`src/rtl/msrv32_pipe_ctrl_if.sv`:
```
// Signal bundle between the msrv32 pipeline sequencer and the rest of the core.
// The "slave" side is the sequencer itself; the "master" side is the core
// (stage-3 decode, data bus, CSR file) that feeds it and consumes its controls.
// Data-bus handshake: mem_req_in is held by stage 3 for as long as the access is
// outstanding; the transfer completes in the cycle where mem_ack_in is high.
// mem_req_in together with mem_ack_in in the same cycle is a zero-wait access.
interface msrv32_pipe_ctrl_if #(
   parameter int STALL_CNT_W = 16
);
   logic                   branch_taken_in;
   logic                   mem_req_in;
   logic                   mem_ack_in;
   logic                   trap_in;
   logic                   irq_pending_in;
   logic                   mret_in;
   logic                   pipe_en_out;
   logic                   flush_out;
   logic [1:0]             pc_src_out;
   logic                   trap_taken_out;
   logic                   mcause_sel_out;
   logic                   bus_err_out;
   logic [1:0]             state_out;
   logic [STALL_CNT_W-1:0] stall_count_out;

   modport slave (
      input  branch_taken_in, mem_req_in, mem_ack_in, trap_in, irq_pending_in, mret_in,
      output pipe_en_out, flush_out, pc_src_out, trap_taken_out, mcause_sel_out,
             bus_err_out, state_out, stall_count_out
   );

   modport master (
      output branch_taken_in, mem_req_in, mem_ack_in, trap_in, irq_pending_in, mret_in,
      input  pipe_en_out, flush_out, pc_src_out, trap_taken_out, mcause_sel_out,
             bus_err_out, state_out, stall_count_out
   );
endinterface

```
`src/rtl/msrv32_pipe_ctrl.sv`:
```
// Pipeline sequencer for the msrv32 two-stage core: drives PC / pipeline
// register enable and flush, selects the next-PC source, detects data-bus
// timeouts and keeps a saturating count of memory stall cycles.
module msrv32_pipe_ctrl #(
   parameter int TIMEOUT_CYCLES = 16,
   parameter int STALL_CNT_W    = 16
) (
   input logic clk_in,
   input logic reset_in,
   msrv32_pipe_ctrl_if.slave bus
);

   localparam int WCNT_W = $clog2(TIMEOUT_CYCLES) + 1;
   localparam logic [WCNT_W-1:0] WAIT_LAST = WCNT_W'(TIMEOUT_CYCLES - 1);

   localparam logic [1:0] PC_PLUS4 = 2'b00;
   localparam logic [1:0] PC_IADDR = 2'b01;
   localparam logic [1:0] PC_TRAP  = 2'b10;
   localparam logic [1:0] PC_MEPC  = 2'b11;

   typedef enum logic [1:0] {
      ST_IDLE  = 2'b00,
      ST_RUN   = 2'b01,
      ST_WAIT  = 2'b10,
      ST_FLUSH = 2'b11
   } state_t;

   state_t                 state, state_next;
   logic [WCNT_W-1:0]      wait_cnt, wait_cnt_next;
   logic [STALL_CNT_W-1:0] stall_cnt;

   logic       pipe_en;
   logic       flush;
   logic [1:0] pc_src;
   logic       trap_taken;
   logic       mcause_sel;
   logic       bus_err;

   // State and wait-counter registers.
   always_ff @(posedge clk_in or posedge reset_in) begin
      if (reset_in) begin
         state    <= ST_IDLE;
         wait_cnt <= '0;
      end else begin
         state    <= state_next;
         wait_cnt <= wait_cnt_next;
      end
   end

   // Next-state and control decode; RUN arbitration is strictly prioritised.
   always_comb begin
      state_next    = state;
      wait_cnt_next = wait_cnt;
      pipe_en       = 1'b0;
      flush         = 1'b0;
      pc_src        = PC_PLUS4;
      trap_taken    = 1'b0;
      mcause_sel    = 1'b0;
      bus_err       = 1'b0;
      case (state)
         ST_IDLE: begin
            flush      = 1'b1;
            state_next = ST_FLUSH;
         end
         ST_FLUSH: begin
            pipe_en    = 1'b1;
            flush      = 1'b1;
            state_next = ST_RUN;
         end
         ST_RUN: begin
            if (bus.trap_in || bus.irq_pending_in) begin
               pipe_en    = 1'b1;
               flush      = 1'b1;
               pc_src     = PC_TRAP;
               trap_taken = 1'b1;
               mcause_sel = ~bus.trap_in & bus.irq_pending_in;
               state_next = ST_FLUSH;
            end else if (bus.mret_in) begin
               pipe_en    = 1'b1;
               flush      = 1'b1;
               pc_src     = PC_MEPC;
               state_next = ST_FLUSH;
            end else if (bus.mem_req_in && !bus.mem_ack_in) begin
               wait_cnt_next = '0;
               state_next    = ST_WAIT;
            end else if (bus.branch_taken_in) begin
               pipe_en = 1'b1;
               flush   = 1'b1;
               pc_src  = PC_IADDR;
            end else begin
               pipe_en = 1'b1;
            end
         end
         ST_WAIT: begin
            // Control-flow inputs are ignored while the bus access is pending.
            if (bus.mem_ack_in) begin
               pipe_en       = 1'b1;
               wait_cnt_next = '0;
               state_next    = ST_RUN;
            end else if (wait_cnt == WAIT_LAST) begin
               bus_err       = 1'b1;
               trap_taken    = 1'b1;
               pc_src        = PC_TRAP;
               pipe_en       = 1'b1;
               flush         = 1'b1;
               wait_cnt_next = '0;
               state_next    = ST_FLUSH;
            end else begin
               wait_cnt_next = wait_cnt + 1'b1;
            end
         end
         default: begin
            state_next = ST_IDLE;
         end
      endcase
   end

   // Saturating count of cycles where RUN/WAIT held the pipeline.
   always_ff @(posedge clk_in or posedge reset_in) begin
      if (reset_in) begin
         stall_cnt <= '0;
      end else if ((state == ST_RUN || state == ST_WAIT) && !pipe_en && (stall_cnt != '1)) begin
         stall_cnt <= stall_cnt + 1'b1;
      end
   end

   assign bus.pipe_en_out     = pipe_en;
   assign bus.flush_out       = flush;
   assign bus.pc_src_out      = pc_src;
   assign bus.trap_taken_out  = trap_taken;
   assign bus.mcause_sel_out  = mcause_sel;
   assign bus.bus_err_out     = bus_err;
   assign bus.state_out       = state;
   assign bus.stall_count_out = stall_cnt;

endmodule

```
`src/flat_wrapper.sv`:
```
// flat-port wrapper written by rule: the top's interface ports become plain ports
module msrv32_pipe_ctrl_flat 
#(
   parameter int TIMEOUT_CYCLES = 16,
   parameter int STALL_CNT_W    = 16
)
  (clk_in, reset_in, bus_branch_taken_in, bus_mem_req_in, bus_mem_ack_in, bus_trap_in, bus_irq_pending_in, bus_mret_in, bus_pipe_en_out, bus_flush_out, bus_pc_src_out, bus_trap_taken_out, bus_mcause_sel_out, bus_bus_err_out, bus_state_out, bus_stall_count_out);
  msrv32_pipe_ctrl_if #(.STALL_CNT_W(STALL_CNT_W)) bus_i ();
  input logic clk_in;
  input logic reset_in;
  input wire logic [$bits(bus_i.branch_taken_in)-1:0] bus_branch_taken_in;
  input wire logic [$bits(bus_i.mem_req_in)-1:0] bus_mem_req_in;
  input wire logic [$bits(bus_i.mem_ack_in)-1:0] bus_mem_ack_in;
  input wire logic [$bits(bus_i.trap_in)-1:0] bus_trap_in;
  input wire logic [$bits(bus_i.irq_pending_in)-1:0] bus_irq_pending_in;
  input wire logic [$bits(bus_i.mret_in)-1:0] bus_mret_in;
  output wire logic [$bits(bus_i.pipe_en_out)-1:0] bus_pipe_en_out;
  output wire logic [$bits(bus_i.flush_out)-1:0] bus_flush_out;
  output wire logic [$bits(bus_i.pc_src_out)-1:0] bus_pc_src_out;
  output wire logic [$bits(bus_i.trap_taken_out)-1:0] bus_trap_taken_out;
  output wire logic [$bits(bus_i.mcause_sel_out)-1:0] bus_mcause_sel_out;
  output wire logic [$bits(bus_i.bus_err_out)-1:0] bus_bus_err_out;
  output wire logic [$bits(bus_i.state_out)-1:0] bus_state_out;
  output wire logic [$bits(bus_i.stall_count_out)-1:0] bus_stall_count_out;
  assign bus_i.branch_taken_in = bus_branch_taken_in;
  assign bus_i.mem_req_in = bus_mem_req_in;
  assign bus_i.mem_ack_in = bus_mem_ack_in;
  assign bus_i.trap_in = bus_trap_in;
  assign bus_i.irq_pending_in = bus_irq_pending_in;
  assign bus_i.mret_in = bus_mret_in;
  assign bus_pipe_en_out = bus_i.pipe_en_out;
  assign bus_flush_out = bus_i.flush_out;
  assign bus_pc_src_out = bus_i.pc_src_out;
  assign bus_trap_taken_out = bus_i.trap_taken_out;
  assign bus_mcause_sel_out = bus_i.mcause_sel_out;
  assign bus_bus_err_out = bus_i.bus_err_out;
  assign bus_state_out = bus_i.state_out;
  assign bus_stall_count_out = bus_i.stall_count_out;
  msrv32_pipe_ctrl #(.TIMEOUT_CYCLES(TIMEOUT_CYCLES), .STALL_CNT_W(STALL_CNT_W)) u_core (.clk_in(clk_in), .reset_in(reset_in), .bus(bus_i));
endmodule
```
`config.mk`:
```
export PLATFORM = sky130hd
export DESIGN_NAME = msrv32_pipe_ctrl_flat
export DESIGN_NICKNAME = d
export VERILOG_FILES = /design/src/rtl/msrv32_pipe_ctrl_if.sv /design/src/rtl/msrv32_pipe_ctrl.sv /design/src/flat_wrapper.sv
export SDC_FILE = /design/constraint.sdc
export NUM_CORES = 1
export LEC_CHECK = 0
export BUFFER_PORTS_ARGS = -buffer_cell sky130_fd_sc_hd__buf_2
export CORE_MARGIN = 2
export CORE_UTILIZATION = 45
export DETAILED_ROUTE_END_ITERATION = 6
export GPL_TIMING_DRIVEN = 0
export PLACE_DENSITY = 0.76
export SYNTH_ARGS = -nofsm -noshare
export SYNTH_HDL_FRONTEND = slang
export SYNTH_SLANG_ARGS = --single-unit
export TNS_END_PERCENT = 30
```
`constraint.sdc`:
```
create_clock -name clk_in -period 4.9 [get_ports clk_in]
set_input_delay 1.47 -clock clk_in [delete_from_list [all_inputs] [get_ports clk_in]]
set_output_delay 1.47 -clock clk_in [all_outputs]
set_load 0.005 [all_outputs]
```
== Word-level counts from Yosys, hierarchy flattened ==
Cells that the tools add are included.
Storage, ports and cells
  latch bits: 0
  memories: 0
  input port bits: 8
  bits in read-only memories: 0
  bits in registers: 23
  memory bits (writable): 0
  output and inout bits: 25
  logic and storage cells: 65
Cells by class
  magnitude comparators: 0
  shift-type cells: 0
  reductions and logical operators: 12
  bitwise logic cells: 2
  add/sub/neg operators: 2
  multiplexer cells: 36
  multiply operators: 0
  equal/unequal tests: 10
  divide/modulo/power cells: 0
Operators by type and width (count)
  two-way mux 5 bit: 5
  two-way mux 2 bit: 10
  adder 16 x 1 -> 16 bit (second input constant): 1
  != test 16 bit (second input constant): 1
  two-way mux 1 bit: 15
  one-hot mux 5 bit (2 select lines): 1
  one-hot mux 2 bit (4 select lines): 1
  one-hot mux 1 bit (3 select lines): 2
  adder 5 x 1 -> 5 bit (second input constant): 1
  equality test 5 x 4 -> 1 bit (second input constant): 1
  equality test 2 bit (second input constant): 2
  != test 2 bit (second input constant): 2
  != test 4 x 2 -> 1 bit (second input constant): 1
  one-hot mux 2 bit (2 select lines): 1
  AND reduction 4 bit: 1
  logical AND 1 bit: 3
  != test 3 x 2 -> 1 bit (second input constant): 1
  equality test 2 x 1 -> 1 bit (second input constant): 1
  logical NOT 1 bit: 2
  logical NOT 2 bit: 1
  logical OR 1 bit: 2
  != test 2 x 1 -> 1 bit (second input constant): 1
  one-hot mux 1 bit (2 select lines): 1
  AND reduction 2 bit: 1
  other kinds (4): 4

== Logic depth before layout (Yosys ltp) ==
  depth after elaboration: 9
  depth in mapped cells: 9
  mapped depth without buffers: 7

== Worst setup path after synthesis ==
No wires, ideal clock.
  path type: input -> output
  from: in bus_mret_in
  to: out bus_pipe_en_out
  stages on the path: 4
  required time: 3.430 ns
  path slack: 1.223 ns
  arrival time: 2.207 ns
  buffers on the path: 0
  path through: o31a_1 > a211oi_1 > a21o_1 > inv_1
Between the ends
  longest elaborated chain between the ends: 3
Ends and longest elaborated chain
  start, declared: line flat_wrapper.sv:16  | input wire logic [$bits(bus_i.mret_in)-1:0] bus_mret_in;
  two-way mux 1 bit: line msrv32_pipe_ctrl.sv:78  | end else if (bus.mret_in) begin
  two-way mux 1 bit: line msrv32_pipe_ctrl.sv:71  | if (bus.trap_in || bus.irq_pending_in) begin
  one-hot mux 1 bit (3 select lines): line msrv32_pipe_ctrl.sv:60  | case (state)
  end, declared: line flat_wrapper.sv:17  | output wire logic [$bits(bus_i.pipe_en_out)-1:0] bus_pipe_en_out;
No other way between the ends.

== Final worst setup path ==
Ends and elaborated chain as after synthesis.

==> results.cfg <==
[sta]
slew_violations = 0
tightestPinTransition_ns = 0.8410
min_period_ns = 4.005
tns_ns = 0
grt_setup_unrepaired = false
final-hold-violation-count = 0
fin_skew_ns = 0.005592
post-route-period-util_pct = 81.74
fmax_mhz = 249.7
setup_violations = 0
relSlewSlack_pct = 43.87

[cells_and_area]
final_cell_mix = 34 x buf_2, 23 x dfrtp_1, 12 x xor2_1
fin_nets = 186
final_common_cell = buf_2
post-route-cell-area_um2 = 1610
area_growth_syn_to_layout_pct = 16.47
drive_gt1_share_pct = 29.82
antenna_cells = 0
fin_util_pct = 54.08

[pwr]
p_leak_nw = 0.7055
power.density_nw_per_um2 = 545.3
power_w = 0.0008780
vdd_drop_max_mv = 0.3080

[yosys]
synth_fa_ha_area_share_pct = 5.430
synth-xor-area-share_pct = 9.412
syn_area_um2 = 1383
synth_compound_area_share_pct = 13.12
async_reset_ff_share_pct = 100.0
synth_top_family_by_area = simple AND/OR/NAND/NOR gates
synth_edf_count = 0
syn-mean-instance-area_um2 = 10.24
ys_seq_elements = 23
yosysWarnings = 0
synthesis.instances = 135
synth_nets = 149
synth-simple-area-share_pct = 25.70
synth_cell_types = 46
synthMuxAreaShare_pct = 1.538
yosysSeqAreaShare_pct = 41.63
synthFlopType = dfrtp_1

[route]
drc = 0
drtIter0Drc = 22
vias_per_cell = 5.578
detail_route.first_pass.iterations = 4
routed_wl_um = 2774
route.vias.total = 1138
wl_per_cell_um = 13.60
detail-route-antenna-nets = 0

[hold_path]
whs_path_depth = 1
min_path_type = flop to flop

[cts]
cts_tree = done
cts_max_path_buffers = 2
cts.clk_slew.worst_paths_ns = 0.11
ctsHoldBuffers = 0
ctsResizeCount = 0
cts-root-buf = clkbuf_4
postCtsSetupBuffers = 0
worstSkewPairLatency_ns = 0.29
h-tree-depth = 1
cts_buffers = 3
clock_sinks = 23

[grt]
grt_antenna_before_repair = 0
grt_pass1_vias = 1148
grt-ovfl-total = 0
track_usage_pct = 17.76
grt_pass1_wl_um = 4878
grt_max_degree = 24

[worst_setup_path]
end_kind = primary output
crit_path_max_fanout = 4
rr_worst_depth = 8
cp-start-kind = primary input
crit_arrival_ns = 2.54
cp.required_ns = 3.43
path_class = primary input to primary output

[placement]
hpwl_um = 2178
portBuffers = 32
place_congestion = 0.8003
placed_area_um2 = 1584

[floorplan]
die_w_um = 59.43
rows = 20
design.die.area_um2 = 3532
io_pins = 33
start_util_pct = 46.43
core-area_um2 = 2978
die_h_um = 59.43

[job]
maxCapViolCount = 0

[run_status]
status = complete, no violations
==> power breakdown <==
part	leakage, nW	internal (W)	switching [W]
clock	0.0150	0.0000316	0.0000516
combinational	0.429	0.000203	0.000271
sequential	0.262	0.000247	0.0000732
total	0.706	0.000482	0.000396
==> final timing paths <==
path                                               start                            end  slack, ns
setup / recovery                             bus_mret_in                bus_pipe_en_out       0.89
hold / removal             u_core.bus.stall_count_out[8]  u_core.bus.stall_count_out[8]       0.50
setup reg to reg                 u_core.bus.state_out[1]  u_core.bus.stall_count_out[9]       2.48
hold reg to reg            u_core.bus.stall_count_out[8]  u_core.bus.stall_count_out[8]       0.50
max in group asynchronous                       reset_in  u_core.bus.stall_count_out[8]       3.06
min in group asynchronous                       reset_in  u_core.bus.stall_count_out[2]       1.32
==> layout make-up <==
class                           instances  area [um^2]
Buffer                                  5        25.02
Clock buffer                            4        26.28
Fill cell                             266         1368
Inverter                                5        18.77
Multi-Input combinational cell        102        763.2
Sequential cell                        23        575.6
Tap cell                               33        41.29
Timing Repair Buffer                   32        160.2
==> cell usage after synthesis, types with 3 or more instances <==
cell | n | area, um^2
inv_1 | 5 | 18.77
nor2_1 | 8 | 30.03
dfrtp_1 | 23 | 575.6
nor4_2 | 5 | 62.56
xor2_1 | 12 | 105.1
o21ai_0 | 5 | 25.02
ha_1 | 6 | 75.07
a21oi_1 | 3 | 15.01
nand3_1 | 8 | 40.04
nor4_1 | 3 | 18.77
nor3_1 | 5 | 25.02
nand2_1 | 9 | 33.78
==> logic make-up (layout without fill, tap and decap cells) <==
group | count (synthesis) | in the layout
AO/OA/AOI/OAI | 23 | 23
XOR/XNOR | 14 | 14
adder cells (fa/ha/maj) | 6 | 6
buffers and inverters | 10 | 46
flip-flops | 23 | 23
multiplexers | 2 | 2
AND/OR/NAND/NOR | 57 | 57
==> per-layer routing <==
| metal | vias up | global-route usage, % | wire length (um) |
|---|---|---|---|
| met2 | 25 | 33.12 | 1432 |
| met4 | 0 | 4.545 | 12 |
| li1 | 561 | - | - |
| met1 | 550 | 20.72 | 1212 |
| met3 | 2 | 3.057 | 117 |
| met5 | - | 0 | 0 |
==> stage by stage <==
step | hold slack, ns | instances | setup slack [ns]
finish | 0.4974 | 204 | 0.8948
global route | 0.5265 | 204 | 0.8116
CTS | 0.5009 | 204 | 0.8883
detailed placement | 0.4794 | 200 | 0.8955
global placement | 0.4746 | 200 | 0.9100
floorplan | 0.4505 | 135 | 1.223
==> worst max-delay path, stage by stage <==
cell      delay [ns]
buf_2           0.11
o31a_1          0.37
a211oi_1        0.26
a21o_1          0.17
inv_1           0.04
buf_2           0.11
==> state kept, by name, indices dropped and copies added, names as in the netlist <==
signal	flops
u_core.bus.stall_count_out	16
u_core.wait_cnt	5
u_core.bus.state_out	2
(Power assumes the default switching activity.)
